==> src/rtl/muldiv_pkg.sv <==
// Shared opcode encodings, FSM state type and operand-class helpers for the
// iterative RV32M multiply/divide engine.
package muldiv_pkg;

  localparam logic [2:0] F3_MUL    = 3'b000;
  localparam logic [2:0] F3_MULH   = 3'b001;
  localparam logic [2:0] F3_MULHSU = 3'b010;
  localparam logic [2:0] F3_MULHU  = 3'b011;
  localparam logic [2:0] F3_DIV    = 3'b100;
  localparam logic [2:0] F3_DIVU   = 3'b101;
  localparam logic [2:0] F3_REM    = 3'b110;
  localparam logic [2:0] F3_REMU   = 3'b111;

  typedef enum logic [1:0] {
    ST_IDLE = 2'd0,
    ST_CALC = 2'd1,
    ST_FIN  = 2'd2
  } state_e;

  function automatic logic is_div(input logic [2:0] f3);
    return f3[2];
  endfunction

  // MUL is treated as unsigned: its low word does not depend on operand signs.
  function automatic logic is_signed_rs1(input logic [2:0] f3);
    return (f3 == F3_MULH) || (f3 == F3_MULHSU) || (f3 == F3_DIV) || (f3 == F3_REM);
  endfunction

  function automatic logic is_signed_rs2(input logic [2:0] f3);
    return (f3 == F3_MULH) || (f3 == F3_DIV) || (f3 == F3_REM);
  endfunction

endpackage

==> src/rtl/muldiv_step.sv <==
// One radix-2 iteration: shift-add for multiply, restoring shift-subtract
// for divide. Purely combinational.
module muldiv_step #(
  parameter int XLEN = 32
) (
  input  logic [2*XLEN-1:0] acc_i,
  input  logic [XLEN-1:0]   opnd_i,
  input  logic              div_i,
  output logic [2*XLEN-1:0] acc_o,
  output logic              q_bit_o
);

  logic [XLEN:0] sum;
  logic [XLEN:0] cand;
  logic [XLEN:0] diff;

  // NOTE: every always_comb output gets a default first so no path leaves a latch.
  always_comb begin
    acc_o   = '0;
    q_bit_o = 1'b0;
    sum     = '0;
    cand    = '0;
    diff    = '0;
    if (div_i) begin
      // Upper word is the partial remainder, lower word shifts the dividend out MSB-first
      // and leaves a free LSB for the quotient bit, which the caller merges in.
      cand    = acc_i[2*XLEN-1:XLEN-1];
      diff    = cand - {1'b0, opnd_i};
      q_bit_o = ~diff[XLEN];
      acc_o   = {(q_bit_o ? diff[XLEN-1:0] : cand[XLEN-1:0]), acc_i[XLEN-2:0], 1'b0};
    end else begin
      // Lower word holds the multiplier, consumed LSB-first.
      sum   = {1'b0, acc_i[2*XLEN-1:XLEN]} + {1'b0, (acc_i[0] ? opnd_i : '0)};
      acc_o = {sum, acc_i[XLEN-1:1]};
    end
  end

endmodule

==> src/rtl/muldiv_unit.sv <==
// Iterative RV32M multiply/divide engine: IDLE -> CALC (XLEN steps) -> FIN,
// with divide special cases short-circuiting straight to FIN.
module muldiv_unit
  import muldiv_pkg::*;
#(
  parameter int XLEN = 32
) (
  input  logic            clk_i,
  input  logic            reset_i,
  input  logic            start_i,
  input  logic            kill_i,
  input  logic [2:0]      funct3_i,
  input  logic [XLEN-1:0] data1_i,
  input  logic [XLEN-1:0] data2_i,
  output logic [XLEN-1:0] result_o,
  output logic            busy_o,
  output logic            done_o
);

  localparam int CNT_W = $clog2(XLEN);
  localparam logic [XLEN-1:0] INT_MIN = {1'b1, {(XLEN-1){1'b0}}};

  state_e                state_q;
  logic [2:0]            funct3_q;
  logic                  s1_q, s2_q;
  logic [XLEN-1:0]       opnd_q;
  logic [2*XLEN-1:0]     acc_q;
  logic [CNT_W-1:0]      cnt_q;
  logic [XLEN-1:0]       result_q;
  logic                  done_q;

  logic [2*XLEN-1:0]     step_acc;
  logic                  step_q_bit;
  logic [2*XLEN-1:0]     acc_d;
  logic [2*XLEN-1:0]     prod;
  logic [XLEN-1:0]       quot, rem;
  logic [XLEN-1:0]       result_d;

  logic                  in_div, in_s1, in_s2, div_zero, div_ovf;
  logic [XLEN-1:0]       mag1, mag2, special_res;

  muldiv_step #(.XLEN(XLEN)) u_step (
    .acc_i   (acc_q),
    .opnd_i  (opnd_q),
    .div_i   (is_div(funct3_q)),
    .acc_o   (step_acc),
    .q_bit_o (step_q_bit)
  );

  assign acc_d = step_acc | {{(2*XLEN-1){1'b0}}, step_q_bit};

  // Launch-time decode: operand signs, magnitudes and the divide special cases.
  always_comb begin
    in_div      = is_div(funct3_i);
    in_s1       = is_signed_rs1(funct3_i) & data1_i[XLEN-1];
    in_s2       = is_signed_rs2(funct3_i) & data2_i[XLEN-1];
    mag1        = in_s1 ? -data1_i : data1_i;
    mag2        = in_s2 ? -data2_i : data2_i;
    div_zero    = in_div && (data2_i == '0);
    div_ovf     = in_div && is_signed_rs1(funct3_i) && (data1_i == INT_MIN) && (data2_i == '1);
    special_res = '0;
    if (div_zero)     special_res = funct3_i[1] ? data1_i : '1;
    else if (div_ovf) special_res = funct3_i[1] ? '0 : INT_MIN;
  end

  // Sign correction applied to the accumulator value after the final step.
  always_comb begin
    prod     = (s1_q ^ s2_q) ? -acc_d : acc_d;
    quot     = (s1_q ^ s2_q) ? -acc_d[XLEN-1:0] : acc_d[XLEN-1:0];
    rem      = s1_q ? -acc_d[2*XLEN-1:XLEN] : acc_d[2*XLEN-1:XLEN];
    result_d = '0;
    case (funct3_q)
      F3_MUL:                       result_d = prod[XLEN-1:0];
      F3_MULH, F3_MULHSU, F3_MULHU: result_d = prod[2*XLEN-1:XLEN];
      F3_DIV, F3_DIVU:              result_d = quot;
      F3_REM, F3_REMU:              result_d = rem;
      default:                      result_d = '0;
    endcase
  end

  // NOTE: all state updates use non-blocking assignments so every register samples
  // pre-edge values regardless of statement order.
  always_ff @(posedge clk_i) begin
    if (reset_i) begin
      state_q  <= ST_IDLE;
      funct3_q <= '0;
      s1_q     <= 1'b0;
      s2_q     <= 1'b0;
      opnd_q   <= '0;
      acc_q    <= '0;
      cnt_q    <= '0;
      result_q <= '0;
      done_q   <= 1'b0;
    end else begin
      case (state_q)
        ST_IDLE: begin
          done_q <= 1'b0;
          if (start_i && !kill_i) begin
            funct3_q <= funct3_i;
            s1_q     <= in_s1;
            s2_q     <= in_s2;
            if (div_zero || div_ovf) begin
              result_q <= special_res;
              done_q   <= 1'b1;
              state_q  <= ST_FIN;
            end else begin
              // Divide: low word is the dividend. Multiply: low word is the multiplier.
              acc_q   <= {{XLEN{1'b0}}, (in_div ? mag1 : mag2)};
              opnd_q  <= in_div ? mag2 : mag1;
              cnt_q   <= CNT_W'(XLEN - 1);
              state_q <= ST_CALC;
            end
          end
        end
        ST_CALC: begin
          if (kill_i) begin
            state_q <= ST_IDLE;
          end else begin
            acc_q <= acc_d;
            cnt_q <= cnt_q - 1'b1;
            if (cnt_q == '0) begin
              result_q <= result_d;
              done_q   <= 1'b1;
              state_q  <= ST_FIN;
            end
          end
        end
        default: begin
          done_q  <= 1'b0;
          state_q <= ST_IDLE;
        end
      endcase
    end
  end

  assign result_o = result_q;
  assign busy_o   = (state_q != ST_IDLE);
  assign done_o   = done_q & ~kill_i;

endmodule
==> config.mk <==
export PLATFORM = sky130hd
export DESIGN_NAME = muldiv_unit
export DESIGN_NICKNAME = d
export VERILOG_FILES = /design/src/rtl/muldiv_pkg.sv /design/src/rtl/muldiv_step.sv /design/src/rtl/muldiv_unit.sv
export SDC_FILE = /design/constraint.sdc
export NUM_CORES = 1
export LEC_CHECK = 0
export BUFFER_PORTS_ARGS = -buffer_cell sky130_fd_sc_hd__buf_2
export CAP_MARGIN = 10
export CORE_MARGIN = 3
export CORE_UTILIZATION = 63
export CTS_CLUSTER_SIZE = 25
export DETAILED_ROUTE_END_ITERATION = 7
export MAX_ROUTING_LAYER = met4
export PLACE_DENSITY_LB_ADDON = 0.25
export REMOVE_ABC_BUFFERS = 1
export SLEW_MARGIN = 10
export SYNTH_ARGS = -nofsm -noshare
export SYNTH_HDL_FRONTEND = slang
export SYNTH_SLANG_ARGS = --single-unit
==> constraint.sdc <==
create_clock -name clk_i -period 8 [get_ports clk_i]
set_clock_uncertainty 0.1 [all_clocks]
set_input_delay 0.4 -clock clk_i [delete_from_list [all_inputs] [get_ports clk_i]]
set_output_delay 0.4 -clock clk_i [all_outputs]
set_load 0.005 [all_outputs]
==> Word-level counts from Yosys, hierarchy flattened <==
Index checks and enable logic that the tools add are counted.
{ "word_totals": {"input_bits": 71, "elab_cells": 111, "output_inout_bits": 34, "register_bits": 141} }
{ "classes": {"reduce_logical": 27, "bitwise": 8, "muxes": 39, "n_addsub": 8, "n_eq_ne": 20} }
{ "op_table": {"columns": ["cell", "count"], "rows": [
  ["32-bit 2-to-1 mux", 16],
  ["64-bit 2-to-1 mux", 5],
  ["32-bit negation", 4],
  ["32-bit one-hot mux with 4 select lines", 1],
  ["64-bit one-hot mux with 2 select lines", 1],
  ["32-bit == test (second input constant)", 2],
  ["64-bit negation", 1],
  ["64-bit by 1-bit bitwise OR with 64-bit output", 1],
  ["32-bit one-hot mux with 2 select lines", 1],
  ["32-bit by 32-bit adder with 33-bit output", 1],
  ["33-bit by 32-bit subtractor with 33-bit output", 1],
  ["32-bit logical NOT", 1],
  ["3-bit == test (second input constant)", 6],
  ["5-bit 2-to-1 mux", 3],
  ["2-bit inequality test (second input constant)", 5],
  ["5-bit one-hot mux with 2 select lines", 1],
  ["3-bit by 2-bit == test with 1-bit output (second input constant)", 3],
  ["2-bit 2-to-1 mux", 4],
  ["3-bit by 1-bit == test with 1-bit output (second input constant)", 2],
  ["1-bit logical OR", 6],
  ["2-bit AND reduction", 3],
  ["1-bit logical AND", 5],
  ["5-bit logical NOT", 1],
  ["1-bit 2-to-1 mux", 5],
  ["other kinds (17)", 23]
]} }

==> Depth between registers and ports, before layout <==
Gate-level depths: netlist of the first run.
{ "logic_depth": {"ltp_word": 12, "ltp_mapped": 30, "depth_no_buf": 25} }

==> By module <==
A second synthesis of the first run with hierarchy kept.
{ "unflattened": {"cells_unflattened": 2139, "area_unflattened_um2": 15244.6} }
{ "by_module_without_submodules": {"columns": ["mod", "seq_area_each_um2", "cells_each", "n_inst", "area_per_inst_um2"], "rows": [
  ["muldiv_unit", 2822.7, 1508, 1, 10865.4],
  ["muldiv_step", 0.0, 631, 1, 4379.2]
]} }

==> Least setup slack after synthesis of the first run <==
Ideal clock, no wire load.
{ "synth_path": {"kind": "reg-to-reg", "startpoint": "reg acc_q[31]", "endpoint": "reg result_q[26] (netlist: result_o[26])", "n_path_buf": 5, "period_less_slack_ns": 5.666, "setup_ns": 0.091, "slack_ns": 2.334, "required_time_ns": 7.809, "arrival_time_ns": 5.475, "stages_incl_launch_ff": 31, "path_cell_list": "dfxtp_1 -> inv_1 -> ha_1 -> inv_1 -> fa_1 -> a211oi_1 -> nor3_1 -> o21ai_1 -> a21bo_1 -> buf_2 -> nand3_1 -> buf_2 -> nand2_1 -> buf_2 -> clkbuf_1 -> o21ai_0 -> inv_1 -> ha_1 -> o2111ai_1 -> nor4_1 -> and2_1 -> clkbuf_1 -> and3b_1 -> nand2_1 -> a211oi_1 -> or3_1 -> o21ai_0 -> a22o_1 -> o211ai_1 -> o211ai_1 -> a311oi_1"} }
{ "synth_via": {"elab_chain_cells": 10, "word_cells_on_any_way": 16, "classes_between": "add/sub (4); mux (10); bitwise (2)"} }
{ "synth_rtl": {"columns": ["item", "line", "text"], "rows": [
  ["start, declared", "muldiv_unit.sv:27", "logic [2*XLEN-1:0] acc_q;"],
  ["start signal, assigned", "muldiv_unit.sv:108", "acc_q <= {{XLEN{1'b0}}, (in_div ? mag1 : mag2)};"],
  ["33-bit by 32-bit subtractor with 33-bit output", "muldiv_step.sv:28", "diff = cand - {1'b0, opnd_i};"],
  ["32-bit 2-to-1 mux / 1-bit NOT (equally long branches)", "muldiv_step.sv:30, muldiv_step.sv:29", null],
  ["64-bit 2-to-1 mux / 1-bit 2-to-1 mux (equally long branches)", "muldiv_step.sv:24", "if (div_i) begin"],
  ["64-bit by 1-bit bitwise OR with 64-bit output (*)", "muldiv_unit.sv:50", "assign acc_d = step_acc | {{(2*XLEN-1){1'b0}}, step_q_bit};"],
  ["64-bit negation (tied with other cells)", "muldiv_unit.sv:68", "prod = (s1_q ^ s2_q) ? -acc_d : acc_d;"],
  ["64-bit 2-to-1 mux (tied with other cells)", "muldiv_unit.sv:68", null],
  ["32-bit one-hot mux with 4 select lines (*)", "muldiv_unit.sv:72", "case (funct3_q)"],
  ["32-bit 2-to-1 mux (*)", "muldiv_unit.sv:121", "if (cnt_q == '0) begin"],
  ["32-bit 2-to-1 mux (*)", "muldiv_unit.sv:116", "if (kill_i) begin"],
  ["32-bit one-hot mux with 2 select lines (*)", "muldiv_unit.sv:95", "case (state_q)"],
  ["end signal, assigned", "muldiv_unit.sv:103", "result_q <= special_res;"],
  ["end signal, assigned", "muldiv_unit.sv:122", "result_q <= result_d;"],
  ["end, declared", "muldiv_unit.sv:29", "logic [XLEN-1:0] result_q;"]
]} }
Every way passes the cells marked *; elsewhere a longest branch is shown, timed or not. The select of a mux whose other input is x is not followed.
A chain may end at the register's enable or synchronous reset.

==> Final worst setup path of the first run <==
Same ends and word-level chain as after synthesis.

==> results of run 1 <==
[where the power goes]
| part | total, mW | switching, mW | internal (mW) |
|---|---|---|---|
| Clock | 0.857 | 0.355 | 0.502 |
| Sequential | 0.779 | 0.0423 | 0.737 |
| Combinational | 0.882 | 0.580 | 0.301 |
[worst max-delay path: cells and delay by family, from the launching register on]
kind,cells,cell delay [ps]
compound gates,11,2860
fa+ha+maj,3,820
buf+inv,3,300
flops,1,390
simple gates,8,2320
[worst paths after layout]
check | from | to | slack [ps] | cells past startpoint
setup / recovery | acc_q[31]$_SDFFE_PP0P_ | result_o[26]$_SDFFE_PP0P_ | 1120 | 25
hold / removal | funct3_i[0] | funct3_q[0]$_SDFFE_PP0P_ | 220 | 3
setup reg to reg | acc_q[31]$_SDFFE_PP0P_ | result_o[26]$_SDFFE_PP0P_ | 1120 | 25
hold reg to reg | result_o[0]$_SDFFE_PP0P_ | result_o[0]$_SDFFE_PP0P_ | 380 | 2
[metal layers]
metal | vias up | part of all wire (%) | GRT usage, %
li1 | 8148 | - | -
met1 | 8405 | 39 | 58.7
met2 | 1270 | 44 | 68.9
met3 | 246 | 12 | 6.71
met4 | 0 | 5.3 | 20.3
met5 | - | 0 | -
[synthesized netlist by cell type (17+ instances only)]
master    number
nor2_1       292
a21oi_1      201
nand2_1      195
o21ai_0      173
dfxtp_1      141
clkbuf_1     112
xnor2_1      101
o211ai_1      81
ha_1          71
inv_1         70
xor2_1        70
mux2i_1       59
nor3_1        55
a211oi_1      52
and2_1        52
nand4_1       34
a21o_1        33
a31oi_1       33
nand3_1       33
or3_1         24
a22oi_1       23
o31ai_1       19
a311oi_1      18
nor4_1        17
[state kept, by name (all words and copies together) (netlist names)]
register,cells
acc_q,64
cnt_q,5
done_q,1
funct3_q,3
opnd_q,32
result_o,32
s1_q,1
s2_q,1
state_q,2
[kinds of logic (layout without fill, tap and decap cells)]
kind of cell	after synthesis	count (layout)	share of synthesized area [%]
AOI/OAI and AO/OA	768	768	32.2
buffers and inverters	210	231	5.35
xor gates and xnor gates	171	171	9.70
DFF	141	141	18.3
and+or+nand+nor	795	795	24.4
muxes	62	62	4.04
adders and majority gates	73	73	6.01
[per-stage QoR]
step / util (%) / power (mW) / cells
finish: 70.1 / 2.52 / 2560
global route: 70.1 / 2.60 / 2560
global placement: 67.5 / 1.62 / 2528
detailed placement: 67.5 / 1.63 / 2528
CTS: 70.1 / 2.47 / 2560
floorplan: - / 1.35 / 2080
[final cells by class]
class	instances	area [um2]
Inverter	70	263
Timing Repair Buffer	129	723
Tap cell	319	399
Fill cell	2050	7100
Clock buffer	20	447
Multi-Input combinational cell	1869	11800
Clock inverter	12	160
Sequential cell	141	2830
==> metrics.txt, run 1 <==
post-CTS setup buffer count 0; DR iter-0 viols 2495; Critical Path Start Type flip-flop; Detailed Routing Iterations Pass 1 8; CTS H-tree depth 4; Crit-path slowest cell nand3_1; actual slew at the worst max-slew pin ~1100 ps; top_reg_cell synth dfxtp_1; antenna cells 0; Synth cell types 96; Avg WL per Cell roughly 23 um; Clock transition at path regs approximately 70 ps; CTS tree built; vias in the first global route 16.7k; slowest stage delay, CP 470 ps; share of the synthesized area in the top cell type between 10% and 20%; final worst slack ~1100 ps; Fmax between 100 and 150 MHz; Starting Density 65.0%; Vias 18.1k; Arrival @ worst endpoint 7120 ps; post_cts resized 0; Row Count 56; leakage power 6.57 nW; # IOs 105; Design Area, Final roughly 0.017 mm2; yosys warns 0; EDFF count, synth 0; hold crit path type input port to flip-flop; DR vias/cell slightly above 7; worst vdd ir between 0.0001 and 0.00015 V; post-route ant nets 0; CTS Sinks roughly 140; Critical Path Most Common Cell inv_1; initial antenna violation count 0; post-synthesis average cell area 6.96 um2; total track usage approximately 45%; largest net degree at the start of global routing 102; clock tree buffer depth 2; Final TNS setup 0 ps; cts hold-fix bufs 0; Crit Path Max Fanout 11; Final #Nets 2372; status finished with violations; core area 0.0238 mm2; root buffer cell clkbuf_16; area delta synth->final 7.82%; Seq cells post-synth around 140; sequential area share after synthesis 18.3%; Cell Area, Placed 0.0160 mm2; leading area contributor after synthesis dfxtp_1; total grt overflow 0; die area 0.0264 mm2; WP data required 8240 ps; Placer Congestion 1.04; slew margin rel. 28.3%; fin crit share 86.0%; violated checks design-rule violations; die width 163 um; PD cells 151 mW/mm2; commonest non-fill, non-tap cell in the layout nor2_1; pre-CTS setup slack 1490 ps; Async S/R FF share, synth 0%; RSZ-0062 raised after global routing false; global-route wire length before repair 92200 um; Cell Area, Synth approximately 0.015 mm2; Die H between 150 and 200 um; Hold Vio Cnt, Final 0; total wire length approximately 60000 um; Hold WS 223 ps; commonest cells after routing, fill and taps aside nor2_1 (290), a21oi_1 (201), nand2_1 (194); crit path time final 6880 ps; critical setup path kind flip-flop to flip-flop; Detailed Place HPWL 44700 um; top post-synthesis cells by area dfxtp_1 (18%), nor2_1 (7.1%), a21oi_1 (6.5%), ha_1 (5.8%), xnor2_1 (5.7%); input/output buffers approximately 100; cts bufs inserted 17; number of max-cap violations 0; Cells after Synth 2220; DRC viols 2; Worst setup EP type flip-flop; max-slew violation count 0; layout cell share with drive strength beyond 1 9.33%; clock latency on the worst-skew pair approximately 440 ps; number of setup violations in the final report 0
No activity file was read; power rests on OpenSTA's default activity.
==> inputs of run 2 (changes only) <==
- RECOVER_POWER: default -> 100
==> metrics.txt, run 2 (synthesized netlist as in run 1, its figures left out) <==
fin crit share 92.6% (was 86.0%); Avg WL per Cell 23.1 um (about the same); Placer Congestion 1.04 (unchanged); clock tree buffer depth 2 (unchanged); violated checks max-capacitance violations, max-slew violations (was design-rule violations); Placed Cells incl. Taps 2528 (unchanged); crit path time final 7410 ps (was 6880 ps); post_cts resized 0 (unchanged); Design Area, Final 0.0166 mm2 (about the same); final design utilization 69.8% (was 70.1%); die width 163 um (unchanged); worst vdd ir 0.000113 V (was 0.000114 V); reg-to-reg startpoint acc_q[31]$_SDFFE_PP0P_ (unchanged); Worst setup EP type flip-flop (unchanged); Final #Nets 2372 (unchanged); DRC viols 0 (was 2); total grt overflow 0 (unchanged); FF-to-FF End result_o[31]$_SDFFE_PP0P_ (was result_o[26]$_SDFFE_PP0P_); Crit path depth 19 (was 25); DR iter-0 viols 2775 (was 2495); CTS tree built (unchanged); Finished Layout Cells 2560 (unchanged); critical setup path kind flip-flop to flip-flop (unchanged); number of flip-flops in the largest register 64 (unchanged); layout cell share with drive strength beyond 1 7.90% (was 9.33%); Final Power 2.51 mW (was 2.52 mW); Final TNS setup 0 ps (unchanged); die area 0.0264 mm2 (unchanged); total wire length 59200 um (about the same); Die H 163 um (unchanged); actual slew at the worst max-slew pin 3650 ps (was 1080 ps); total track usage 44.9% (unchanged); CTS H-tree depth 4 (unchanged); leakage power 6.45 nW (was 6.57 nW); Critical Path Start Type flip-flop (unchanged); # IOs 105 (unchanged); slew margin rel. -143% (was 28.3%); core area 0.0238 mm2 (unchanged); number of max-cap violations 4 (was 0); RSZ-0062 raised after global routing false (unchanged); post-CTS setup buffer count 0 (unchanged); Top delay family on crit path simple AND/OR/NAND/NOR gates (was compound AO/OA/AOI/OAI gates); max-slew violation count 177 (was 0); commonest cells after routing, fill and taps aside nor2_1 (290), a21oi_1 (201), nand2_1 (194) (unchanged); Crit-path slowest cell nor3_1 (was nand3_1); clock latency on the worst-skew pair 440 ps (about the same); CTS Sinks 141 (unchanged); pre-CTS setup slack 1490 ps (unchanged); largest net degree at the start of global routing 102 (unchanged); Arrival @ worst endpoint 7690 ps (was 7120 ps); global-route wire length before repair 92200 um (unchanged); cts hold-fix bufs 0 (unchanged); WP data required 8270 ps (was 8240 ps); post-route ant nets 0 (unchanged); antenna cells 0 (unchanged); final worst slack 588 ps (was 1120 ps); number of setup violations in the final report 0 (unchanged); Vias 18.1k (about the same); register-to-register setup slack 590 ps (was 1120 ps); slowest stage delay, CP 910 ps (was 470 ps); Detailed Routing Iterations Pass 1 7 (was 8); Detailed Place HPWL 44700 um (unchanged); Largest Register acc_q (unchanged); initial antenna violation count 0 (unchanged); input/output buffers 104 (unchanged); CP startpoint acc_q[31]$_SDFFE_PP0P_ (unchanged); Crit Path Max Fanout 13 (was 11); cts bufs inserted 17 (unchanged); area delta synth->final 7.36% (was 7.82%); CP Cell Sequence inv_1 > ha_1 > inv_1 > fa_1 > a211oi_1 > nor3_1 > o21ai_0 > a21boi_0 > nor3_1 > clkbuf_1 > o21ai_0 > a31oi_1 > nor2b_1 > and3_1 > nand3_1 > or4b_1 > or3_1 > a31oi_1 > o31a_1; Reg2Reg Depth 19 (was 25); Cell Area, Placed 0.0160 mm2 (unchanged); DR vias/cell 7.06 (about the same); status finished with violations (unchanged); PD cells 151 mW/mm2 (about the same); crit path to result_o[31]$_SDFFE_PP0P_ (was result_o[26]$_SDFFE_PP0P_); commonest non-fill, non-tap cell in the layout nor2_1 (unchanged); vias in the first global route 16.7k (unchanged); Hold WS 245 ps (was 223 ps); Row Count 56 (unchanged); Hold Vio Cnt, Final 0 (unchanged); Fmax 135 MHz (was 145 MHz); root buffer cell clkbuf_16 (unchanged); CP bufs+invs 3 (unchanged); Clock transition at path regs 70 ps (about the same); Starting Density 65.0% (unchanged); hold crit path type input port to flip-flop (unchanged)
==> run 2: cell count changes in the layout (fill, tap and decap cells not counted), sizes merged <==
cell,change
clkbuf,+25
buf,-25
==> run 2: layer usage <==
layer / part of all wire [%] / track usage [%] / up-vias
li1: - / - / 8148
met3: 13 / 6.71 / 245
met5: 0 / - / -
met4: 5.3 / 20.3 / 0
met1: 38 / 58.7 / 8380
met2: 44 / 68.9 / 1291
==> run 2: how the worst min path moves through the flow <==
stage | start | end | slack, ps | cells after the start
final | funct3_i[0] | funct3_q[0]$_SDFFE_PP0P_ | 240 | 3
after global placement | result_o[0]$_SDFFE_PP0P_ | result_o[0]$_SDFFE_PP0P_ | 360 | 2
after CTS | funct3_i[0] | funct3_q[0]$_SDFFE_PP0P_ | 210 | 3
after global routing | funct3_i[0] | funct3_q[0]$_SDFFE_PP0P_ | 270 | 3
after detailed placement | result_o[0]$_SDFFE_PP0P_ | result_o[0]$_SDFFE_PP0P_ | 360 | 2
after floorplan | result_o[0]$_SDFFE_PP0P_ | result_o[0]$_SDFFE_PP0P_ | 350 | 2
==> run 2: worst min-delay path, cell delays in order <==
cell and delay [ps]:
buf_2 150, mux2i_1 100, nor2_1 100
==> run 2: layout make-up <==
class | instances | area [um2]
multi-input combinational | 1869 | 11800
fill | 2071 | 7170
sequential | 141 | 2830
timing repair buffer | 129 | 683
clock buffer | 20 | 447
tap | 319 | 399
inverter | 70 | 263
clock inverter | 12 | 160
==> run 2: where the power goes <==
group	total (mW)	internal (mW)	switching [mW]	leakage, nW
logic	0.876	0.298	0.578	5.01
registers	0.779	0.737	0.0418	1.15
clock network	0.853	0.502	0.351	0.295
